==> src/rtl/if_stage.sv <==
// Instruction-fetch stage: owns the PC, fetches one word per request into a
// buffer, and transfers it to the IR on the control FSM's load strobe.
//   state  | meaning
//   S_REQ  | read request outstanding at pc, counting wait cycles
//   S_HOLD | fetched word in buffer, waiting for load_ir / write_pc
//   S_ERR  | memory timed out; frozen until RST
module if_stage #(
  parameter int unsigned           ADDR_W      = 32,
  parameter logic [ADDR_W-1:0]     RESET_PC    = '0,
  parameter int unsigned           MEM_TIMEOUT = 15
) (
  input  logic              CLK,
  input  logic              RST,
  input  logic              write_pc,
  input  logic              load_ir,
  input  logic              pc_src,
  input  logic [ADDR_W-1:0] branch_target,
  output logic              mem_req,
  output logic [ADDR_W-1:0] mem_addr,
  input  logic [31:0]       mem_rdata,
  input  logic              mem_ready,
  output logic [ADDR_W-1:0] pc,
  output logic [ADDR_W-1:0] pc_plus4,
  output logic [31:0]       instr,
  output logic [6:0]        op_code,
  output logic [4:0]        rd,
  output logic [2:0]        funct3,
  output logic [4:0]        rs1,
  output logic [4:0]        rs2,
  output logic [6:0]        funct7,
  output logic              ir_valid,
  output logic              fetch_busy,
  output logic              fetch_err
);

  typedef enum logic [1:0] {S_REQ, S_HOLD, S_ERR} state_t;

  localparam logic [7:0]  TMO     = 8'(MEM_TIMEOUT);
  localparam logic [31:0] NOP_INS = 32'h0000_0013;

  state_t              state_q, state_d;
  logic [ADDR_W-1:0]   pc_q, pc_d;
  logic [31:0]         ir_q, ir_d;
  logic [31:0]         buf_q, buf_d;
  logic                ir_valid_q, ir_valid_d;
  logic                err_q, err_d;
  logic [7:0]          cnt_q, cnt_d;

  logic [ADDR_W-1:0]   pc_seq;
  logic [ADDR_W-1:0]   pc_tgt;
  logic [7:0]          cnt_inc;
  logic                misaligned;

  always_ff @(posedge CLK or posedge RST) begin
    if (RST) begin
      state_q    <= S_REQ;
      pc_q       <= RESET_PC;
      ir_q       <= NOP_INS;
      buf_q      <= '0;
      ir_valid_q <= 1'b0;
      err_q      <= 1'b0;
      cnt_q      <= '0;
    end else begin
      state_q    <= state_d;
      pc_q       <= pc_d;
      ir_q       <= ir_d;
      buf_q      <= buf_d;
      ir_valid_q <= ir_valid_d;
      err_q      <= err_d;
      cnt_q      <= cnt_d;
    end
  end

  assign pc_seq     = pc_q + ADDR_W'(4);
  assign pc_tgt     = {branch_target[ADDR_W-1:2], 2'b00};
  assign misaligned = pc_src && (branch_target[1:0] != 2'b00);
  assign cnt_inc    = cnt_q + 8'd1;

  always_comb begin
    state_d    = state_q;
    pc_d       = pc_q;
    ir_d       = ir_q;
    buf_d      = buf_q;
    ir_valid_d = ir_valid_q;
    err_d      = err_q;
    cnt_d      = cnt_q;

    case (state_q)
      S_REQ: begin
        // A redirect abandons the outstanding read, even if it completes now.
        if (write_pc) begin
          pc_d    = pc_src ? pc_tgt : pc_seq;
          err_d   = err_q | misaligned;
          cnt_d   = '0;
        end else if (mem_ready) begin
          buf_d   = mem_rdata;
          cnt_d   = '0;
          state_d = S_HOLD;
        end else begin
          cnt_d = cnt_inc;
          if (cnt_inc >= TMO) begin
            state_d = S_ERR;
            err_d   = 1'b1;
          end
        end
      end
      S_HOLD: begin
        if (load_ir) begin
          ir_d       = buf_q;
          ir_valid_d = 1'b1;
        end
        if (write_pc) begin
          pc_d    = pc_src ? pc_tgt : pc_seq;
          err_d   = err_q | misaligned;
          cnt_d   = '0;
          state_d = S_REQ;
        end
      end
      default: begin
        state_d = S_ERR;
      end
    endcase
  end

  assign mem_req    = (state_q == S_REQ);
  assign fetch_busy = (state_q != S_HOLD);
  assign fetch_err  = err_q;
  assign mem_addr   = pc_q;
  assign pc         = pc_q;
  assign pc_plus4   = pc_seq;
  assign instr      = ir_q;
  assign ir_valid   = ir_valid_q;

  assign op_code = ir_q[6:0];
  assign rd      = ir_q[11:7];
  assign funct3  = ir_q[14:12];
  assign rs1     = ir_q[19:15];
  assign rs2     = ir_q[24:20];
  assign funct7  = ir_q[31:25];

endmodule

==> config.mk <==
export PLATFORM = sky130hd
export DESIGN_NAME = if_stage
export DESIGN_NICKNAME = d
export VERILOG_FILES = /design/src/rtl/if_stage.sv
export SDC_FILE = /design/constraint.sdc
export NUM_CORES = 1
export LEC_CHECK = 0
export CORE_MARGIN = 5
export CORE_UTILIZATION = 41
export CTS_BUF_LIST = sky130_fd_sc_hd__clkbuf_4
export DETAILED_ROUTE_END_ITERATION = 10
export GPL_TIMING_DRIVEN = 0
export PLACE_DENSITY = 0.79
export SYNTH_ARGS = -nofsm -noshare
export SYNTH_HDL_FRONTEND = slang
export SYNTH_SLANG_ARGS = --single-unit
==> constraint.sdc <==
create_clock -name CLK -period 3.3 [get_ports CLK]
set_input_delay 0.66 -clock CLK [delete_from_list [all_inputs] [get_ports CLK]]
set_output_delay 0.66 -clock CLK [all_outputs]
set_load 0.01 [all_outputs]
After elaboration in Yosys (flattened, before gate mapping)
Index checks and enable logic that the tools add are counted.

Register bits: 108.

Bitwise operators: 2. Magnitude comparators: 1. Eq/ne operators: 7. Reduce and logical (&&, ||, !) cells: 11. Mux-type cells: 15. Add/sub/neg operators: 2.

Operators by type and width (number): adder 32 x 3 -> 32 bit (second input constant) (1); 2-to-1 mux 32 bit (1); 2-to-1 mux 8 bit (3); one-hot mux 8 bit (2 select lines) (1); adder 8 x 1 -> 8 bit (second input constant) (1); greater-or-equal comparator 8 x 4 -> 1 bit (second input constant) (1); 2-to-1 mux 2 bit (4); AND reduction 2 bit (3); AND reduction 3 bit (2); 2-to-1 mux 1 bit (4); != test 2 bit (second input constant) (2); one-hot mux 2 bit (2 select lines) (1); AND reduction 4 bit (1); nonzero test 2 bit (2); != test 3 x 1 -> 1 bit (second input constant) (1); != test 3 x 2 -> 1 bit (second input constant) (1); != test 3 bit (second input constant) (1); == test 2 x 1 -> 1 bit (second input constant) (1); logical NOT 2 bit (1); != test 2 x 1 -> 1 bit (second input constant) (1); one-hot mux 1 bit (2 select lines) (1); OR reduction 2 bit (1); logical AND 1 bit (1); NOT 1 bit (1); OR 1 bit (1).

Depth between registers and ports, before layout
Gate-level depths: netlist of the first run.

Depth after elaboration: 6. Depth in mapped cells: 7. Depth with buffers taken out: 5.

Worst setup path after synthesis of the first run
Ideal clock, no wire load.

Kind: register -> output. Start point: reg pc_q[16] (netlist: mem_addr[16]). End point: out pc_plus4[23]. Setup slack: 994 ps. Cell stages (with the launch flop): 7. Arrival time: 1646 ps. Path buffers: 2. Cell sequence: dfrtp_1 -> buf_4 -> nand3_1 -> or2_1 -> buf_6 -> or3_1 -> xnor2_1.

Cells in the longest elaborated chain, start to end: 1.

RTL lines: start, declared (line 42) `logic [ADDR_W-1:0] pc_q, pc_d;`; start signal, assigned (line 65) `pc_q <= pc_d;`; adder 32 x 3 -> 32 bit (line 74) `assign pc_seq = pc_q + ADDR_W'(4);`; end, declared (line 23) `output logic [ADDR_W-1:0] pc_plus4,`.

No other way between the ends.

Worst setup path after layout of the first run
Start point: reg pc_q[2] (netlist: mem_addr[2]). End point: out pc_plus4[24].

The elaborated chain is that of the path after synthesis.

==> results of run 1 <==
## power by group through the flow
stage | logic (mW) | registers (mW) | clock network [mW]
2_1_floorplan | 0.151 | 1.38 | 0
3_3_place_gp | 0.332 | 1.38 | 0
3_5_place_dp | 0.347 | 1.39 | 0
4_1_cts | 0.354 | 1.36 | 0.725
5_1_grt | 0.395 | 1.37 | 0.770
6_report | 0.367 | 1.36 | 0.713
## through the flow
step | setup TNS, ns | utilization (%)
6_report | 0 | 62.7
5_1_grt | -0.165 | 62.7
4_1_cts | -0.0504 | 61.4
3_5_place_dp | 0 | 59.5
3_3_place_gp | 0 | 59.1
2_1_floorplan | 0 | -
## how the worst max path moves through the flow
stage | cells past startpoint | startpoint | slack (ns) | to
finish | 6 | mem_addr[2] | 0.04 | pc_plus4[24]
global route | 6 | mem_addr[2] | -0.06 | pc_plus4[24]
CTS | 6 | mem_addr[3] | -0.03 | pc_plus4[16]
detailed placement | 6 | mem_addr[3] | 0.23 | pc_plus4[22]
global placement | 2 | RST | 0.25 | buf_q[19]
floorplan | 6 | mem_addr[16] | 0.99 | pc_plus4[23]
## repair_timing
item	CTS	global route
hold buffers	0	0
pin swaps	4	8
gates resized for setup	31	16
buffers inserted	3	15
endpoints found under the setup margin	18	14
## sequential cells by signal, indices dropped and copies added (netlist names)
name       flops
ir_valid       1
cnt_q          8
fetch_err      1
instr         32
mem_addr      30
buf_q         32
state_q        2
## cell type report
class,count,area share (%)
Timing Repair Buffer,247,27.2
Tap cell,184,2.53
Sequential cell,106,29.4
Inverter,9,0.412
Antenna cell,1,0.0275
Buffer,104,7.62
Clock buffer,9,0.742
Clock inverter,7,0.810
Multi-Input combinational cell,380,31.3
## layout by cell type, fill, tap and decap left out, types with 14 or more instances in the layout
master	count
mux2_2	60
o21ai_0	26
dfrtp_2	15
buf_4	91
a21oi_1	17
buf_2	15
clkbuf_1	14
xnor2_1	18
nand2_1	36
dfrtp_1	88
nor2_1	20
nand3_1	28
clkdlybuf4s50_1	219
## metal layers
metal	wire (um)	track usage [%]	vias to the layer above
met4	534	7.60	0
met3	1360	3.28	45
met5	0	0	-
li1	-	-	2604
met1	7980	28.0	2708
met2	9090	33.3	299
## critical path, cell delays in order, from the launching register on
cell and delay [ns]:
dfrtp_2 0.45, ha_2 0.25, nand3_4 0.16, nor3_4 0.31
nand3_1 0.18, xnor2_1 0.21, clkdlybuf4s50_1 0.57
## cell families (layout without fill, tap and decap cells)
family,count (synthesis),count (layout)
AO/OA/AOI/OAI,93,93
XOR/XNOR,30,30
adder cells (fa/ha/maj),3,3
buffers and inverters,113,376
flip-flops,106,106
multiplexers,66,66
other,1,7
AND/OR/NAND/NOR,182,182
==> results.toml, run 1 <==
[status]
status = "completed"

[hold_path]
hp-class = "in -> reg"
min_from = "write_pc"
hold_path_depth = 2
holdPathEnd = "state_q[0]"

[cts]
cts_tree = "yes"
clock-sinks = 106
root_buffer = "clkbuf_4"
clkLatencyLatePin_ns = 0.50
htreeDepth = 3
clock_path_buffers = 2
numCtsBuffers = 9
path_clk_slew_ns = 0.16

[power]
power_density_nw_per_um2 = 268
p_sw_share_pct = 27.3
seq_power_share_pct = 55.8
irDropWorstVdd_mv = 0.158
intPower_mw = 1.78
switchingPower_uw = 667
p_leak_nw = 4.00
clkPwrFrac_pct = 29.2
comb_power_share_pct = 15.0
power_mw = 2.44

[yosys]
ys_types = 62
synth.most_common_cell = "dfrtp_1"
synth_top_family_by_area = "simple AND/OR/NAND/NOR gates"
async_flop_share_pct = 100
yosys-top-cells-area = "dfrtp_1 42%, mux2_2 11%, buf_4 8.6%, xnor2_1 2.9%, nand3_1 2.5%"
synth-compound-area-share_pct = 10.2
ys_top_cells_by_count = "103 x dfrtp_1, 70 x buf_4, 60 x mux2_2, 36 x nand2_1, 30 x nand3_1"
avgSynthCellArea_sq_um = 10.2
synth-simple-area-share_pct = 17.1
synth-adder-area-share_pct = 0.617
yosys.area_share.xor_xnor_pct = 4.32
synth_cells = 594
yosys.area.top_type_share_pct = 42.4
synth-edff-count = 0
synth_area_sq_um = 6080
synth_warnings = 0
synthMuxAreaShare_pct = 12.2
synth.largest_area_cell = "dfrtp_1"
synth_ff_type = "dfrtp_1"
synth.yosys.seq_area_share_pct = 43.7
ys_ff_latch = 106

[route]
drtAntennaViolNets = 0
wl_per_cell_um = 18.1
firstDrtPassIters = 7
drc = 0
vias = 5656
routed_wl_um = 19000
drtIter0Drc = 395
vias_per_cell = 5.40

[sta]
final_min_period_over_clock_period_pct = 98.8
max-slew-margin-rel_pct = 53.9
drv_slew = 0
grt_setup_unrepaired = "true"
post-route-min-period_ns = 3.26
worst_pin_slew_ns = 0.692
hold_slack_ns = 0.441
fin_ws_ns = 0.0383
hold_violations = 0
max_freq_mhz = 307
skew_ns = 0.0281
setup_violations = 0

[floorplanning]
die_w_um = 132
initial_core_util_pct = 41.8
die_area_sq_um = 17400
die_h_um = 132
core_sq_um = 14500
rows = 44
ios = 234

[placement]
dp.cells = 1012
place.gp.congestion = 0.896
post-dp-hpwl_um = 14200
dpl_worst_slack_ns = 0.229
numPortBuffers = 226
dpl_cell_area_sq_um = 8650

[final_layout]
nFillCells = 1203
fin_cells = 1047
finalNetCount = 930
area_growth_pct = 49.8
drive_above_1_share_pct = 26.9
register_area_sq_um = 2680
multi_input_area_sq_um = 2850
final_area_sq_um = 9110

[setup_path]
cp-end-kind = "output port"
r2r_slack_ns = 1.09
crit_type = "reg -> out"
cp.required_ns = 2.64
r2r-end = "mem_addr[28]"
r2r-start = "state_q[1]"
cp_max_fo = 7
worstPathArrival_ns = 2.60
reg2regPathDepth = 7
cp-start-kind = "register"

[global_routing]
grt_max_degree = 36
antenna_found_initial = 1
grt_pass1_wl_um = 29300
grt-ovfl-total = 0
grt_use_total_pct = 20.6
grt_pass1_vias = 5220

[run]
cap_violations = 0
Note: power is estimated with default switching activity, not from simulation.
==> run 2, diff against run 1 <==
--- a/config.mk
+++ b/config.mk
@@ -11,6 +11,7 @@
 export DETAILED_ROUTE_END_ITERATION = 10
 export GPL_TIMING_DRIVEN = 0
 export PLACE_DENSITY = 0.79
+export SLEW_MARGIN = 25
 export SYNTH_ARGS = -nofsm -noshare
 export SYNTH_HDL_FRONTEND = slang
 export SYNTH_SLANG_ARGS = --single-unit
==> run 2 against run 1 <==
Compared with the run above:
- global-route usage rose by 0.20 points
- critical path type unchanged
- first-iteration DRC count rose by 14%
- non-clock buffer count rose by 2
- sequential cell count did not move
- core utilization rose by 0.15 points
- clock power fell by 0.8%
- clock-buffer cell count rose by 2
- sequential power barely moved
==> results.toml, run 2 (synthesis results as in run 1) <==
[global_routing]
antenna_found_initial = 1
grt_pass1_wl_um = 29500
grt_pass1_vias = 5278
grt_use_total_pct = 20.8
grt-ovfl-total = 0
grt_max_degree = 32

[sta]
tns_ns = 0
skew_ns = 0.0163
final_min_period_over_clock_period_pct = 99.2
worst_pin_slew_ns = 0.684
drv_slew = 0
hold_violations = 0
hold_slack_ns = 0.451
setup_violations = 0
max_freq_mhz = 306
grt_setup_unrepaired = "true"
max-slew-margin-rel_pct = 54.4
post-route-min-period_ns = 3.27

[status]
status = "completed"

[cts]
numCtsBuffers = 9
path_clk_slew_ns = 0.16
clkLatencyLatePin_ns = 0.47
cts_tree = "yes"
clock-sinks = 106
clock_path_buffers = 2
cts_hold_buf = 0
htreeDepth = 3
root_buffer = "clkbuf_4"

[power]
power_density_nw_per_um2 = 267
intPower_mw = 1.79
power_mw = 2.44
switchingPower_uw = 644
p_sw_share_pct = 26.4
p_leak_nw = 4.01
irDropWorstVdd_mv = 0.158
seq_power_share_pct = 55.9
comb_power_share_pct = 15.1
clkPwrFrac_pct = 29.0

[final_layout]
drive_above_1_share_pct = 27.4
layout_common_cells = "218 x clkdlybuf4s50_1, 94 x buf_4, 91 x dfrtp_1"
register_area_sq_um = 2670
finalNetCount = 932
nFillCells = 1199
final_common_cell = "clkdlybuf4s50_1"
area_growth_pct = 50.2
multi_input_area_sq_um = 2870
final_area_sq_um = 9130

[route]
wl_per_cell_um = 18.1
wl_met1_um = 7910
dr.max_layer_used = "met4"
drtIter0Drc = 449
drc = 0
drtAntennaViolNets = 0
wl_met3_um = 1430
vias = 5674
firstDrtPassIters = 5
routed_wl_um = 19000
met2WireLength_um = 9170
vias_per_cell = 5.41

[setup_path]
crit_type = "reg -> out"
setup.worst_path.start = "mem_addr[22]"
cp.required_ns = 2.64
worstPathArrival_ns = 2.61
cp-end-kind = "output port"
r2r-start = "state_q[1]"
cp_max_fo = 8
cp-start-kind = "register"

[floorplanning]
ios = 234
core_sq_um = 14500
die_area_sq_um = 17400
die_h_um = 132
die_w_um = 132
initial_core_util_pct = 41.8
rows = 44

[hold_path]
min_from = "write_pc"
hp-class = "in -> reg"

[run]
cap_violations = 0

[placement]
dpl_cell_area_sq_um = 8650
post-dp-hpwl_um = 14100
place.gp.congestion = 0.896
numPortBuffers = 226
==> run 2: changes by cell type in the layout (fill, tap and decap cells not counted), moves of 2 or more <==
cell / change
dfrtp_1: +3
clkbuf_4: +2
buf_4: +3
dfrtp_2: -3
==> run 2: metal layers <==
metal,vias to the layer above,GRT usage (%)
met5,-,0
met4,0,7.60
met3,38,3.78
met2,287,33.4
met1,2750,28.2
li1,2599,-
==> run 2: final cells by class <==
| cell class | count | area share [%] |
|---|---|---|
| Multi-Input combinational cell | 380 | 31.4 |
| Sequential cell | 106 | 29.3 |
| Clock buffer | 11 | 0.904 |
| Timing Repair Buffer | 249 | 27.2 |
| Buffer | 104 | 7.60 |
| Clock inverter | 5 | 0.699 |
| Tap cell | 184 | 2.52 |
| Antenna cell | 1 | 0.0274 |
| Inverter | 9 | 0.411 |
==> run 2: what timing repair did <==
| action | 4_1_cts | 5_1_grt |
|---|---|---|
| endpoints found under the setup margin | 18 | 16 |
| buffers inserted | 4 | 16 |
| pin swaps | 5 | 7 |
| resized for setup | 32 | 18 |
==> run 2: through the flow <==
| stage | setup slack [ns] | cells | util (%) |
|---|---|---|---|
| 2_1_floorplan | 0.994 | 599 | - |
| 3_3_place_gp | 0.247 | 1009 | 59.1 |
| 3_5_place_dp | 0.235 | 1012 | 59.5 |
| 4_1_cts | 0.00240 | 1032 | 61.5 |
| 5_1_grt | -0.0861 | 1049 | 62.8 |
| 6_report | 0.0274 | 1049 | 62.8 |
==> run 2: worst max-delay path, stage by stage, from the launching register on <==
cell and delay [ns]:
dfrtp_1 0.42, buf_2 0.22, nand4_1 0.13, buf_4 0.20, nor4_4 0.23, nand3_1 0.21, xnor2_2 0.17, clkdlybuf4s50_1 0.56
==> run 2: power groups by stage <==
stage / combinational, mW / clock, mW / sequential, mW
final: 0.368 / 0.707 / 1.36
after global routing: 0.396 / 0.782 / 1.37
after CTS: 0.355 / 0.732 / 1.36
after detailed placement: 0.347 / 0 / 1.39
after global placement: 0.332 / 0 / 1.38
after floorplan: 0.151 / 0 / 1.38
==> run 2: worst paths after layout <==
check / to / slack, ns / cells after the start
setup / recovery: pc_plus4[30] / 0.03 / 7
hold / removal: state_q[0] / 0.45 / 2
setup reg to reg: mem_addr[28] / 1.06 / 7
hold reg to reg: ir_valid / 0.50 / 1
max in group asynchronous: instr[1] / 1.90 / 4
min in group asynchronous: mem_addr[10] / 0.57 / 2
==> run 3, diff against run 2 <==
--- a/config.mk
+++ b/config.mk
@@ -6,11 +6,10 @@
 export NUM_CORES = 1
 export LEC_CHECK = 0
 export CORE_MARGIN = 5
-export CORE_UTILIZATION = 41
+export CORE_UTILIZATION = 26
 export CTS_BUF_LIST = sky130_fd_sc_hd__clkbuf_4
 export DETAILED_ROUTE_END_ITERATION = 10
 export GPL_TIMING_DRIVEN = 0
-export PLACE_DENSITY = 0.79
 export SLEW_MARGIN = 25
 export SYNTH_ARGS = -nofsm -noshare
 export SYNTH_HDL_FRONTEND = slang
==> run 3 against run 2 <==
Compared with the run above:
- sequential power hardly changed
- sequential cell count unchanged
- global-route usage down 5.7 points
- final cell count grew 13%
- clock power down 3.7%
- power fell by 0.66%
- maximum frequency is 3.5% higher
- register-to-register slack lost 0.06 ns
- final area grew 2.2%
- largest cell class unchanged
- highest routed layer is now met5
==> results.toml, run 3 (synthesis results as in run 1) <==
[cts]
cts_tree = "yes"
clock_path_buffers = 2
htreeDepth = 3
clkLatencyLatePin_ns = 0.48
root_buffer = "clkbuf_4"
path_clk_slew_ns = 0.19
clock-sinks = 106
numCtsBuffers = 9

[sta]
drv_slew = 0
post-route-min-period_ns = 3.16
max-slew-margin-rel_pct = 51.0
worst_pin_slew_ns = 0.733
max_freq_mhz = 316
grt_setup_unrepaired = "true"
skew_ns = 0.0242
setup_violations = 0
hold_violations = 0
final_min_period_over_clock_period_pct = 95.8

[global_routing]
grt_use_total_pct = 15.1
grt-ovfl-total = 0
antenna_found_initial = 3
grt_pass1_wl_um = 31800
grt_max_degree = 28
grt_pass1_vias = 5488

[route]
routed_wl_um = 20700
drtAntennaViolNets = 0
wl_per_cell_um = 17.4
vias = 5586
firstDrtPassIters = 5
vias_per_cell = 4.70
drtIter0Drc = 336
drc = 0

[placement]
place.gp.congestion = 0.816
post-dp-hpwl_um = 15500
dpl_cell_area_sq_um = 8860
numPortBuffers = 226

[power]
power_mw = 2.42
p_leak_nw = 4.02
irDropWorstVdd_mv = 0.122
power_density_nw_per_um2 = 260

[floorplanning]
die_w_um = 163
ios = 234
rows = 56
initial_core_util_pct = 26.1
die_area_sq_um = 26500
die_h_um = 163
core_sq_um = 23300

[final_layout]
final_area_sq_um = 9340
layout_common_cells = "214 x clkdlybuf4s50_1, 98 x buf_4, 88 x dfrtp_1"
final_common_cell = "clkdlybuf4s50_1"
area_growth_pct = 53.6
drive_above_1_share_pct = 27.6
finalNetCount = 937
post-route-util_pct = 40.1
nFillCells = 2322

[setup_path]
worstPathArrival_ns = 2.50
cp.required_ns = 2.64
reg2regPathDepth = 7
crit_type = "reg -> out"
cp-start-kind = "register"
cp-end-kind = "output port"
cp_max_fo = 10

[run]
cap_violations = 0

[status]
status = "completed"

[hold_path]
hold_path_depth = 2
hp-class = "in -> reg"
[run 3: changes by cell type in the layout (fill, tap and decap cells not counted), moves of 3 or more]
cell	previous run	this run
buf_4	94	98
clkdlybuf4s50_1	218	214
dfrtp_1	91	88
dfrtp_2	12	15
dlygate4sd2_1	3	6
inv_8	0	3
[run 3: worst max-delay path, stage by stage, from the launching register on]
cell	delay [ns]
dfrtp_1	0.42
buf_4	0.20
nand4_4	0.23
nor3_4	0.35
buf_4	0.18
and3_1	0.18
xnor2_1	0.15
dlygate4sd2_1	0.31
[run 3: layer usage]
layer,global-route usage [%],routed length [um]
met5,0,21
met1,20.8,9040
met4,4.38,403
met3,2.56,1110
met2,24.5,10100
[run 3: path summary, 6_finish.rpt]
| kind | from | endpoint | slack, ns |
|---|---|---|---|
| worst max-delay path | mem_addr[9] | pc_plus4[26] | 0.14 |
| worst min register to register | ir_valid | ir_valid | 0.49 |
| worst min-delay path | write_pc | state_q[0] | 0.45 |
| worst max register to register | state_q[1] | mem_addr[17] | 1.00 |
| max in group asynchronous | RST | buf_q[22] | 1.93 |
| min in group asynchronous | RST | mem_addr[5] | 0.52 |
[run 3: area by class of cell]
type	instances	area, sq um	share of cell area [%]
Tap cell	319	399	4.28
Multi-Input combinational cell	380	2850	30.6
Timing Repair Buffer	254	2540	27.3
Sequential cell	106	2680	28.7
Antenna cell	1	2.50	0.0268
Clock inverter	6	60.1	0.643
Inverter	9	37.5	0.402
Clock buffer	9	67.6	0.724
Buffer	104	694	7.44
[run 3: metrics by stage]
stage / instances / worst slack, ns / hold slack, ns / TNS [ns]
final: 1188 / 0.138 / 0.449 / 0
after global routing: 1188 / -0.0173 / 0.417 / -0.0173
after CTS: 1174 / -0.0205 / 0.390 / -0.0413
after detailed placement: 1148 / 0.205 / 0.452 / 0
after global placement: 1144 / 0.143 / 0.450 / 0
after floorplan: 599 / 0.994 / 0.454 / 0
[run 3: power by group]
group | switching, mW | leakage (nW) | internal, mW
Combinational | 0.165 | 2.62 | 0.215
Sequential | 0.0305 | 1.33 | 1.33
Clock | 0.508 | 0.0723 | 0.173
Total | 0.703 | 4.02 | 1.72
[run 3: repair_timing]
action,CTS,global route
endpoints found under the setup margin,18,13
cloned,0,0
hold buffers,0,0
buffers inserted,11,13
endpoints found under the hold margin,0,0
pin swaps,5,9
resized for setup,35,19
